$ cat src/rtl/square_wave_gen_if.sv
// Configuration channel for square_wave_gen: one offer of period/high_time/burst_n
// guarded by a valid/ready pair.
interface square_wave_gen_if #(
   parameter int CNT_W   = 32,
   parameter int BURST_W = 16
);
   // Handshake: a transfer happens on a clock edge where cfg_valid and cfg_ready are
   // both 1; the offer holds its data stable while cfg_valid waits for cfg_ready.
   logic               cfg_valid;
   logic               cfg_ready;
   logic [CNT_W-1:0]   period;
   logic [CNT_W-1:0]   high_time;
   logic [BURST_W-1:0] burst_n;

   modport master (output cfg_valid, period, high_time, burst_n, input cfg_ready);
   modport slave  (input cfg_valid, period, high_time, burst_n, output cfg_ready);
endinterface

$ cat src/rtl/square_wave_gen.sv
// Programmable square-wave generator with continuous or burst mode; config swaps on period
// boundaries. Define SQW_COMPL_OUT_EN to add the dead-time complementary output wave_out_n.
module square_wave_gen #(
   parameter int CNT_W   = 32,
   parameter int BURST_W = 16
`ifdef SQW_COMPL_OUT_EN
   ,parameter int DEAD_T = 2
`endif
) (
   input  logic               pll_clk,
   input  logic               sys_rst_n,
   input  logic               enable,
   square_wave_gen_if.slave   cfg,
   output logic               wave_out,
`ifdef SQW_COMPL_OUT_EN
   output logic               wave_out_n,
`endif
   output logic               busy,
   output logic [BURST_W-1:0] cycle_cnt,
   output logic               done,
   output logic               cfg_loaded,
   output logic               fsm_state
);
   typedef enum logic [0:0] {IDLE = 1'b0, RUN = 1'b1} state_t;

   localparam logic [CNT_W-1:0]   CNT_ONE = CNT_W'(1);
   localparam logic [CNT_W-1:0]   CNT_TWO = CNT_W'(2);
   localparam logic [BURST_W:0]   B_ONE   = (BURST_W+1)'(1);

   state_t             state, state_nxt;
   logic               pend;
   logic [CNT_W-1:0]   period_p, high_p, period_a, high_a, ph;
   logic [CNT_W-1:0]   period_c, high_c;
   logic [BURST_W-1:0] burst_p, burst_a;
   logic               xfer, boundary, burst_hit, load_cfg, finish_burst, start_run;

   assign xfer          = cfg.cfg_valid & cfg.cfg_ready;
   assign cfg.cfg_ready = ~pend;
   assign busy          = (state == RUN);
   assign fsm_state     = state;

   assign boundary  = (state == RUN) && (ph == period_a - CNT_ONE);
   assign burst_hit = (burst_a != '0) && (({1'b0, cycle_cnt} + B_ONE) == {1'b0, burst_a});

   // Clamp so the period has both a high and a low slot and ph can never run away.
   assign period_c = (period_p < CNT_TWO) ? CNT_TWO : period_p;
   assign high_c   = (high_p >= period_c) ? (period_c - CNT_ONE) : high_p;

   always_ff @(posedge pll_clk or posedge sys_rst_n) begin
      if (sys_rst_n) state <= IDLE;
      else           state <= state_nxt;
   end

   always_comb begin
      state_nxt    = state;
      load_cfg     = 1'b0;
      finish_burst = 1'b0;
      start_run    = 1'b0;
      case (state)
         IDLE: begin
            load_cfg = pend;
            // Start decision sees a config being copied in this same cycle.
            if (enable && (cfg_loaded || pend)) begin
               state_nxt = RUN;
               start_run = 1'b1;
            end
         end
         RUN: begin
            if (boundary) begin
               if (burst_hit) begin
                  finish_burst = 1'b1;
                  state_nxt    = IDLE;
               end else if (!enable) begin
                  state_nxt = IDLE;
               end else begin
                  load_cfg = pend;
               end
            end
         end
         default: state_nxt = IDLE;
      endcase
   end

   always_ff @(posedge pll_clk or posedge sys_rst_n) begin
      if (sys_rst_n) begin
         pend       <= 1'b0;
         period_p   <= '0;
         high_p     <= '0;
         burst_p    <= '0;
         period_a   <= '0;
         high_a     <= '0;
         burst_a    <= '0;
         cfg_loaded <= 1'b0;
         ph         <= '0;
         cycle_cnt  <= '0;
         done       <= 1'b0;
         wave_out   <= 1'b0;
      end else begin
         done <= finish_burst;
         if (xfer) begin
            pend     <= 1'b1;
            period_p <= cfg.period;
            high_p   <= cfg.high_time;
            burst_p  <= cfg.burst_n;
         end
         if (load_cfg) begin
            pend       <= 1'b0;
            period_a   <= period_c;
            high_a     <= high_c;
            burst_a    <= burst_p;
            cfg_loaded <= 1'b1;
         end
         if (state == RUN && state_nxt == RUN) ph <= boundary ? '0 : ph + CNT_ONE;
         else                                  ph <= '0;
         if (start_run)                          cycle_cnt <= '0;
         else if (boundary && cycle_cnt != '1)   cycle_cnt <= cycle_cnt + 1'b1;
         // Output trails ph by one cycle, so a period swap never clips the high phase.
         wave_out <= (state == RUN) && (ph < high_a);
      end
   end

`ifdef SQW_COMPL_OUT_EN
   localparam logic [CNT_W:0] DT = (CNT_W+1)'(DEAD_T);

   // High only inside the low phase of wave_out, shrunk by DEAD_T on both sides.
   always_ff @(posedge pll_clk or posedge sys_rst_n) begin
      if (sys_rst_n) wave_out_n <= 1'b0;
      else           wave_out_n <= (state == RUN) &&
                                   ({1'b0, ph} >= ({1'b0, high_a} + DT)) &&
                                   (({1'b0, ph} + DT) < {1'b0, period_a});
   end
`endif
endmodule

$ cat src/flat_wrapper.sv
// flat-port wrapper written by rule: the top's interface ports become plain ports
module square_wave_gen_flat 
#(
   parameter int CNT_W   = 32,
   parameter int BURST_W = 16

)
  (pll_clk, sys_rst_n, enable, wave_out, busy, cycle_cnt, done, cfg_loaded, fsm_state, cfg_cfg_valid, cfg_period, cfg_high_time, cfg_burst_n, cfg_cfg_ready);
  square_wave_gen_if #(.CNT_W(CNT_W), .BURST_W(BURST_W)) cfg_i ();
  input  logic pll_clk;
  input  logic sys_rst_n;
  input  logic enable;
  output logic wave_out;
  output logic busy;
  output logic [BURST_W-1:0] cycle_cnt;
  output logic done;
  output logic cfg_loaded;
  output logic fsm_state;
  input wire logic [$bits(cfg_i.cfg_valid)-1:0] cfg_cfg_valid;
  input wire logic [$bits(cfg_i.period)-1:0] cfg_period;
  input wire logic [$bits(cfg_i.high_time)-1:0] cfg_high_time;
  input wire logic [$bits(cfg_i.burst_n)-1:0] cfg_burst_n;
  output wire logic [$bits(cfg_i.cfg_ready)-1:0] cfg_cfg_ready;
  assign cfg_i.cfg_valid = cfg_cfg_valid;
  assign cfg_i.period = cfg_period;
  assign cfg_i.high_time = cfg_high_time;
  assign cfg_i.burst_n = cfg_burst_n;
  assign cfg_cfg_ready = cfg_i.cfg_ready;
  square_wave_gen #(.CNT_W(CNT_W), .BURST_W(BURST_W)) u_core (.pll_clk(pll_clk), .sys_rst_n(sys_rst_n), .enable(enable), .cfg(cfg_i), .wave_out(wave_out), .busy(busy), .cycle_cnt(cycle_cnt), .done(done), .cfg_loaded(cfg_loaded), .fsm_state(fsm_state));
endmodule
$ cat config.mk
export PLATFORM = sky130hd
export DESIGN_NAME = square_wave_gen_flat
export DESIGN_NICKNAME = d
export VERILOG_FILES = /design/src/rtl/square_wave_gen_if.sv /design/src/rtl/square_wave_gen.sv /design/src/flat_wrapper.sv
export SDC_FILE = /design/constraint.sdc
export NUM_CORES = 1
export LEC_CHECK = 0
export CELL_PAD_IN_SITES_DETAIL_PLACEMENT = 1
export CELL_PAD_IN_SITES_GLOBAL_PLACEMENT = 1
export CORE_MARGIN = 2
export CORE_UTILIZATION = 40
export CTS_BUF_LIST = sky130_fd_sc_hd__clkbuf_8 sky130_fd_sc_hd__clkbuf_16
export CTS_CLUSTER_SIZE = 24
export DETAILED_ROUTE_END_ITERATION = 10
export PLACE_DENSITY_LB_ADDON = 0.15
export SYNTH_ARGS = -nofsm -noshare
export SYNTH_HDL_FRONTEND = slang
export SYNTH_SLANG_ARGS = --single-unit
$ cat constraint.sdc
create_clock -name pll_clk -period 7.8 [get_ports pll_clk]
set_input_delay 1.56 -clock pll_clk [delete_from_list [all_inputs] [get_ports pll_clk]]
set_output_delay 1.56 -clock pll_clk [all_outputs]
set_load 0.02 [all_outputs]
Yosys cells after proc, flatten, opt, wreduce, memory -nomap -nowiden. Index checks and enable logic that the tools add are counted.

Reduce and logical (&&, ||, !) cells: 10. Eq/ne operators: 3. Order comparisons: 3. Add/sub/neg operators: 5. Muxes and demuxes: 21. Bitwise operators: 3.

Operators with widths (count): 2-to-1 mux 32 bit (4); subtractor 32 x 1 -> 32 bit, second input constant (2); adder 32 x 1 -> 32 bit, second input constant (1); == test 32 bit (1); greater-or-equal comparator 32 bit (1); less-than comparator 32 x 2 -> 1 bit, second input constant (1); less-than comparator 32 bit (1); 2-to-1 mux 16 bit (2); adder 16 x 1 -> 17 bit, second input constant (1); == test 17 x 16 -> 1 bit (1); adder 16 x 1 -> 16 bit, second input constant (1); inequality test 16 bit, second input constant (1); nonzero test 16 bit (1); 2-to-1 mux 1 bit (13); logical AND 1 bit (6); case mux 1 bit (2 select lines) (2); nonzero test 2 bit (2); inverter 1 bit (2); AND 1 bit (1); logical OR 1 bit (1).

Output and inout bits: 22. Input bits: 84. Register bits: 213.

Logic depth before layout (Yosys ltp).
Depth in word-level cells: 8. Mapped depth: 16.

Worst setup path after synthesis. No wires, ideal clock.

Kind: register to register. Start: reg u_core.period_p[6]. End: reg u_core.high_a[10]. Clock period less this slack: 3.821 ns. Buffers on the path: 2. Arrival time: 3.741 ns. Setup slack: 3.979 ns. Stages on the path, launching flop included: 16. Required time: 7.721 ns. Cells stage by stage: dfrtp_1 or4_1 nor4_1 nor4b_1 nor2b_1 ha_1 nand2b_1 nand3_1 a21oi_1 o21ai_0 a31oi_1 nor3_1 clkbuf_1 clkbuf_1 a21oi_1 mux2i_1.

Word-level cells in the longest chain between the ends: 4.

RTL lines: from (decl) (line square_wave_gen.sv:32) `logic [CNT_W-1:0] period_p, high_p, period_a, high_a, ph;`; from (signal assigned) (line square_wave_gen.sv:102) `period_p <= cfg.period;`; less-than comparator 32 x 2 -> 1 bit * (line square_wave_gen.sv:46) `assign period_c = (period_p < CNT_TWO) ? CNT_TWO : period_p;`; 2-to-1 mux 32 bit * (line square_wave_gen.sv:46); via u_core.period_c[0] (line square_wave_gen.sv:33) `logic [CNT_W-1:0] period_c, high_c;`; subtractor 32 x 1 -> 32 bit / greater-or-equal comparator 32 bit (equally long branches) (line square_wave_gen.sv:47) `assign high_c = (high_p >= period_c) ? (period_c - CNT_ONE) : high_p;`; 2-to-1 mux 32 bit * (line square_wave_gen.sv:47); to (signal assigned) (line square_wave_gen.sv:109) `high_a <= high_c;`; to (decl) (line square_wave_gen.sv:32).

Mark *: on every way through the listed nets, which the timed path passes. The rest lies on a longest branch. A chain may end at the register's enable or synchronous reset.

Worst setup path in the final report.
Start: reg u_core.period_a[11]. End: reg u_core.period_a[24].

Word-level cells in the longest chain between the ends: 5.

RTL lines: from (decl) (line square_wave_gen.sv:32); from (signal assigned) (line square_wave_gen.sv:108) `period_a <= period_c;`; subtractor 32 x 1 -> 32 bit (line square_wave_gen.sv:42) `assign boundary = (state == RUN) && (ph == period_a - CNT_ONE);`; == test 32 bit (line square_wave_gen.sv:42); logical AND 1 bit (line square_wave_gen.sv:42); 2-to-1 mux 1 bit (line square_wave_gen.sv:69) `if (boundary) begin`; case mux 1 bit (2 select lines) (line square_wave_gen.sv:59) `case (state)`.

Every way passes these cells.

==> flow_metrics.env <==
export IMPL_run_status="finished clean"
export IMPL_grt_overflow=0
export IMPL_die_h_um=181
export IMPL_detail_route_drc_violations=0
export IMPL_layout_drive_gt1_share=0.119
export IMPL_netlist_top_cells_area="sky130_fd_sc_hd__dfrtp_1, sky130_fd_sc_hd__mux2_2, sky130_fd_sc_hd__ha_1"
export IMPL_clkSinkCount=213
export IMPL_cp_max_fo=61
export IMPL_transition_time_of_the_tightest_slew_check_pin_ns=1.28
export IMPL_layout_core_utilization=0.483
export IMPL_post_dp_hpwl_mm=24.7
export IMPL_switching_share=0.390
export IMPL_fp_dieArea_um2=32600
export IMPL_timing_critical_path_max_delay_family="simple AND/OR/NAND/NOR gates"
export IMPL_final_nets=1503
export IMPL_n_fill_cell=3438
export IMPL_hold_viol_final=0
export IMPL_largest_net_degree_at_the_start_of_global_routing=114
export IMPL_synth_area_um2=12500
export IMPL_crit_required_ns=8.21
export IMPL_longest_clk_path_bufs=3
export IMPL_grt_first_pass_wirelength_mm=55.6
export IMPL_holdBufCountCts=0
export IMPL_yosys_most_used_dff="sky130_fd_sc_hd__dfrtp_1"
export IMPL_cts_setup_buffers=0
export IMPL_syn_to_final_growth_pct=18.9
export IMPL_fmax_mhz=192
export IMPL_io_pins=106
export IMPL_core_area_um2=30700
export IMPL_seq_power_share=0.364
export IMPL_cts_tree="done"
export IMPL_dpl_cell_count=1720
export IMPL_post_synth_inst_count=1256
export IMPL_drtIter0Drc=264
export IMPL_cts_reportedPaths_clkPinSlew_ns=0.06
export IMPL_synth_nets=1407
export IMPL_numCtsBuffers=26
export IMPL_hold_slack_ns=0.503
export IMPL_cts_repair_resized=0
export IMPL_arrival_ns=5.61
export IMPL_period_needed_ns=5.20
export IMPL_setup_viol_count_final=0
export IMPL_timing_critical_path_to_type="register"
export IMPL_comb_power_share=0.403
export IMPL_power_density_nw_per_um2=380
export IMPL_p_int_mw=3.43
export IMPL_drt_antenna_violating_nets=0
export IMPL_p_leak_nw=6.34
export IMPL_ctsHtreeMaxLevel=1
export IMPL_dr_total_vias=9579
export IMPL_vias_per_cell=5.43
export IMPL_vdd_ir_max_v=0.000212
export IMPL_antenna_violations_before_repair=0
export IMPL_finish_cell_count_without_fillers=1763
export IMPL_via_count_of_the_first_global_routing_pass=10203
export IMPL_worstPathCellList="or4_4, or4_1, o41ai_1, o211a_1, nand4_1, nor4_1, a31o_4, buf_4, mux2_2"
export IMPL_synth_ff_latch_count=213
export IMPL_rows=64
export IMPL_dieWidth_um=181
export IMPL_cpPeakStageDelay_ns=0.98
export IMPL_detail_route_wirelength_mm=33.5
export IMPL_port_buffer_count=105
export IMPL_root_buffer="sky130_fd_sc_hd__clkbuf_16"
export IMPL_drt_pass1_iterations=4
export IMPL_period_share=0.667
export IMPL_portion_of_the_post_synthesis_area_used_by_sequential_elements=0.427
export IMPL_minimum_setup_slack_among_reg_to_reg_paths_ns=2.60
export IMPL_critical_path_class="register to register"
export IMPL_timing_critical_path_from_type="register"
export IMPL_synth_edff_count=0
export IMPL_min_delay_path_class="register to register"
export IMPL_net_switching_mw=2.19
export IMPL_synth_top_area_frac=0.427
export IMPL_clk_lat_worst_skew_ns=0.53
export IMPL_initial_utilization=0.407
export IMPL_timing_setup_tns_ns=0
export IMPL_max_cap_violations=0
export IMPL_distinct_cell_type_count_of_the_synthesized_netlist=61
export IMPL_mean_instance_size_in_the_synthesized_netlist_um2=9.93
export IMPL_synth_area_leader_cell="sky130_fd_sc_hd__dfrtp_1"
export IMPL_rsz0062_at_grt="false"
export IMPL_gr_usage_all_layers=0.209
export IMPL_synth_async_reset_ratio=1.00
export IMPL_antenna_cells=0
export IMPL_slew_headroom=0.145
export IMPL_final_worst_clock_skew_ns=0.0108
export IMPL_timing_max_transition_violations_final=0
export IMPL_synth_warning_count=0
export IMPL_last_weighted_congestion_value_of_the_routability_driven_placer=0.854
export IMPL_clockPowerShare=0.233
export IMPL_critPathBufInv=1
export IMPL_slowest_stage_cell_cp="sky130_fd_sc_hd__a31o_4"
export IMPL_routed_wire_length_per_instance_um=19.0
## final timing paths
| kind | from | to | cells past startpoint |
|---|---|---|---|
| max | u_core.period_a[11] | u_core.period_a[24] | 9 |
| min | u_core.burst_p[14] | u_core.burst_a[14] | 1 |
| max reg2reg | u_core.period_a[11] | u_core.period_a[24] | 9 |
| min reg2reg | u_core.burst_p[14] | u_core.burst_a[14] | 1 |
| max in group asynchronous | sys_rst_n | u_core.ph[19] | 3 |
| min in group asynchronous | sys_rst_n | u_core.high_p[7] | 2 |
## cell families (layout without fill, tap and decap cells)
group / Yosys count / after routing / share of synthesized area
AND/OR/NAND/NOR: 404 / 404 / 0.162
flip-flops: 213 / 213 / 0.427
AO/OA/AOI/OAI: 189 / 189 / 0.0960
multiplexers: 140 / 140 / 0.122
buffers and inverters: 124 / 235 / 0.0416
XOR/XNOR: 119 / 119 / 0.0836
adder cells (fa/ha/maj): 67 / 67 / 0.0672
## worst reg2reg max path, cell delays in order, from the launching register on
cell and delay [ns]:
sky130_fd_sc_hd__dfrtp_1 0.48, sky130_fd_sc_hd__or4_4 0.59, sky130_fd_sc_hd__or4_1 0.59, sky130_fd_sc_hd__o41ai_1 0.57
sky130_fd_sc_hd__o211a_1 0.23, sky130_fd_sc_hd__nand4_1 0.15, sky130_fd_sc_hd__nor4_1 0.59, sky130_fd_sc_hd__a31o_4 0.98
sky130_fd_sc_hd__buf_4 0.50, sky130_fd_sc_hd__mux2_2 0.39
## through the flow
step           total power, mW  cell area [µm²]  setup WS (ns)
2_1_floorplan             3.60            12500          0.417
3_3_place_gp              4.23            13900           2.78
3_5_place_dp              4.34            13900           2.64
4_1_cts                   5.70            14800           2.61
5_1_grt                   6.08            14800           2.26
6_report                  5.63            14800           2.60
## power groups by stage
stage          combinational, mW  clock, mW  sequential (mW)
3_5_place_dp                2.27          0             2.07
4_1_cts                     2.30       1.35             2.06
2_1_floorplan               1.75          0             1.86
5_1_grt                     2.57       1.39             2.13
3_3_place_gp                2.18          0             2.05
6_report                    2.27       1.31             2.05
## area by class of cell
class	count	area, µm²	area share
Tap cell	396	495	0.0334
Clock inverter	10	171	0.0116
Inverter	76	293	0.0197
Sequential cell	213	5330	0.360
Clock buffer	33	758	0.0511
Timing Repair Buffer	116	1130	0.0765
Multi-Input combinational cell	919	6640	0.448
## registers in the layout, indices dropped and copies added (netlist names), 16 cells and up
register and flops:
u_core.cycle_cnt 16, u_core.burst_a 16, u_core.period_p 32, u_core.ph 32
u_core.burst_p 16, u_core.period_a 32, u_core.high_p 32, u_core.high_a 32
## Yosys cell counts, types with 6 or more instances
cell                       instances
sky130_fd_sc_hd__nor4_1           19
sky130_fd_sc_hd__o31ai_1           6
sky130_fd_sc_hd__or4_1            11
sky130_fd_sc_hd__nand2_1          88
sky130_fd_sc_hd__nor2b_1          14
sky130_fd_sc_hd__and3_1           14
sky130_fd_sc_hd__xnor2_1          75
sky130_fd_sc_hd__a21o_1           13
sky130_fd_sc_hd__and2_1            7
sky130_fd_sc_hd__mux2i_1          42
sky130_fd_sc_hd__o211ai_1          9
sky130_fd_sc_hd__xor2_1           44
sky130_fd_sc_hd__buf_4             9
sky130_fd_sc_hd__nand4_1          32
sky130_fd_sc_hd__clkbuf_1         33
sky130_fd_sc_hd__nand3_1          42
sky130_fd_sc_hd__o21ai_0          57
sky130_fd_sc_hd__dfrtp_1         213
sky130_fd_sc_hd__nor2_1          104
sky130_fd_sc_hd__inv_1            76
sky130_fd_sc_hd__or3_1             8
sky130_fd_sc_hd__nand2b_1         15
sky130_fd_sc_hd__a21oi_1          52
sky130_fd_sc_hd__ha_1             67
sky130_fd_sc_hd__mux2_2           98
sky130_fd_sc_hd__nor3_1           27
sky130_fd_sc_hd__a211oi_1          6
## layout by cell type (no fill, tap or decap), types with 5 or more instances in the layout
| master | count |
|---|---|
| sky130_fd_sc_hd__o31ai_1 | 6 |
| sky130_fd_sc_hd__inv_1 | 78 |
| sky130_fd_sc_hd__a21o_1 | 13 |
| sky130_fd_sc_hd__mux2_2 | 98 |
| sky130_fd_sc_hd__and3_1 | 14 |
| sky130_fd_sc_hd__nand4_1 | 32 |
| sky130_fd_sc_hd__xor2_1 | 44 |
| sky130_fd_sc_hd__or4_1 | 11 |
| sky130_fd_sc_hd__nor2_1 | 104 |
| sky130_fd_sc_hd__clkdlybuf4s50_1 | 105 |
| sky130_fd_sc_hd__nor3_1 | 26 |
| sky130_fd_sc_hd__mux2i_1 | 42 |
| sky130_fd_sc_hd__or3_1 | 8 |
| sky130_fd_sc_hd__clkbuf_16 | 27 |
| sky130_fd_sc_hd__o21ai_0 | 57 |
| sky130_fd_sc_hd__ha_1 | 67 |
| sky130_fd_sc_hd__nand2b_1 | 15 |
| sky130_fd_sc_hd__and2_1 | 7 |
| sky130_fd_sc_hd__o211ai_1 | 9 |
| sky130_fd_sc_hd__buf_4 | 11 |
| sky130_fd_sc_hd__clkbuf_8 | 6 |
| sky130_fd_sc_hd__nand3_1 | 42 |
| sky130_fd_sc_hd__nor4_1 | 19 |
| sky130_fd_sc_hd__a21oi_1 | 52 |
| sky130_fd_sc_hd__nand2_1 | 88 |
| sky130_fd_sc_hd__xnor2_1 | 75 |
| sky130_fd_sc_hd__a211oi_1 | 6 |
| sky130_fd_sc_hd__nor2b_1 | 13 |
| sky130_fd_sc_hd__dfrtp_1 | 213 |
| sky130_fd_sc_hd__bufinv_16 | 5 |
## routing by layer
layer / wire length [µm] / track usage
met5: 0 / 0
met4: 656 / 0.0439
met3: 918 / 0.0226
met2: 16000 / 0.360
met1: 15900 / 0.284
(Power assumes the default switching activity.)
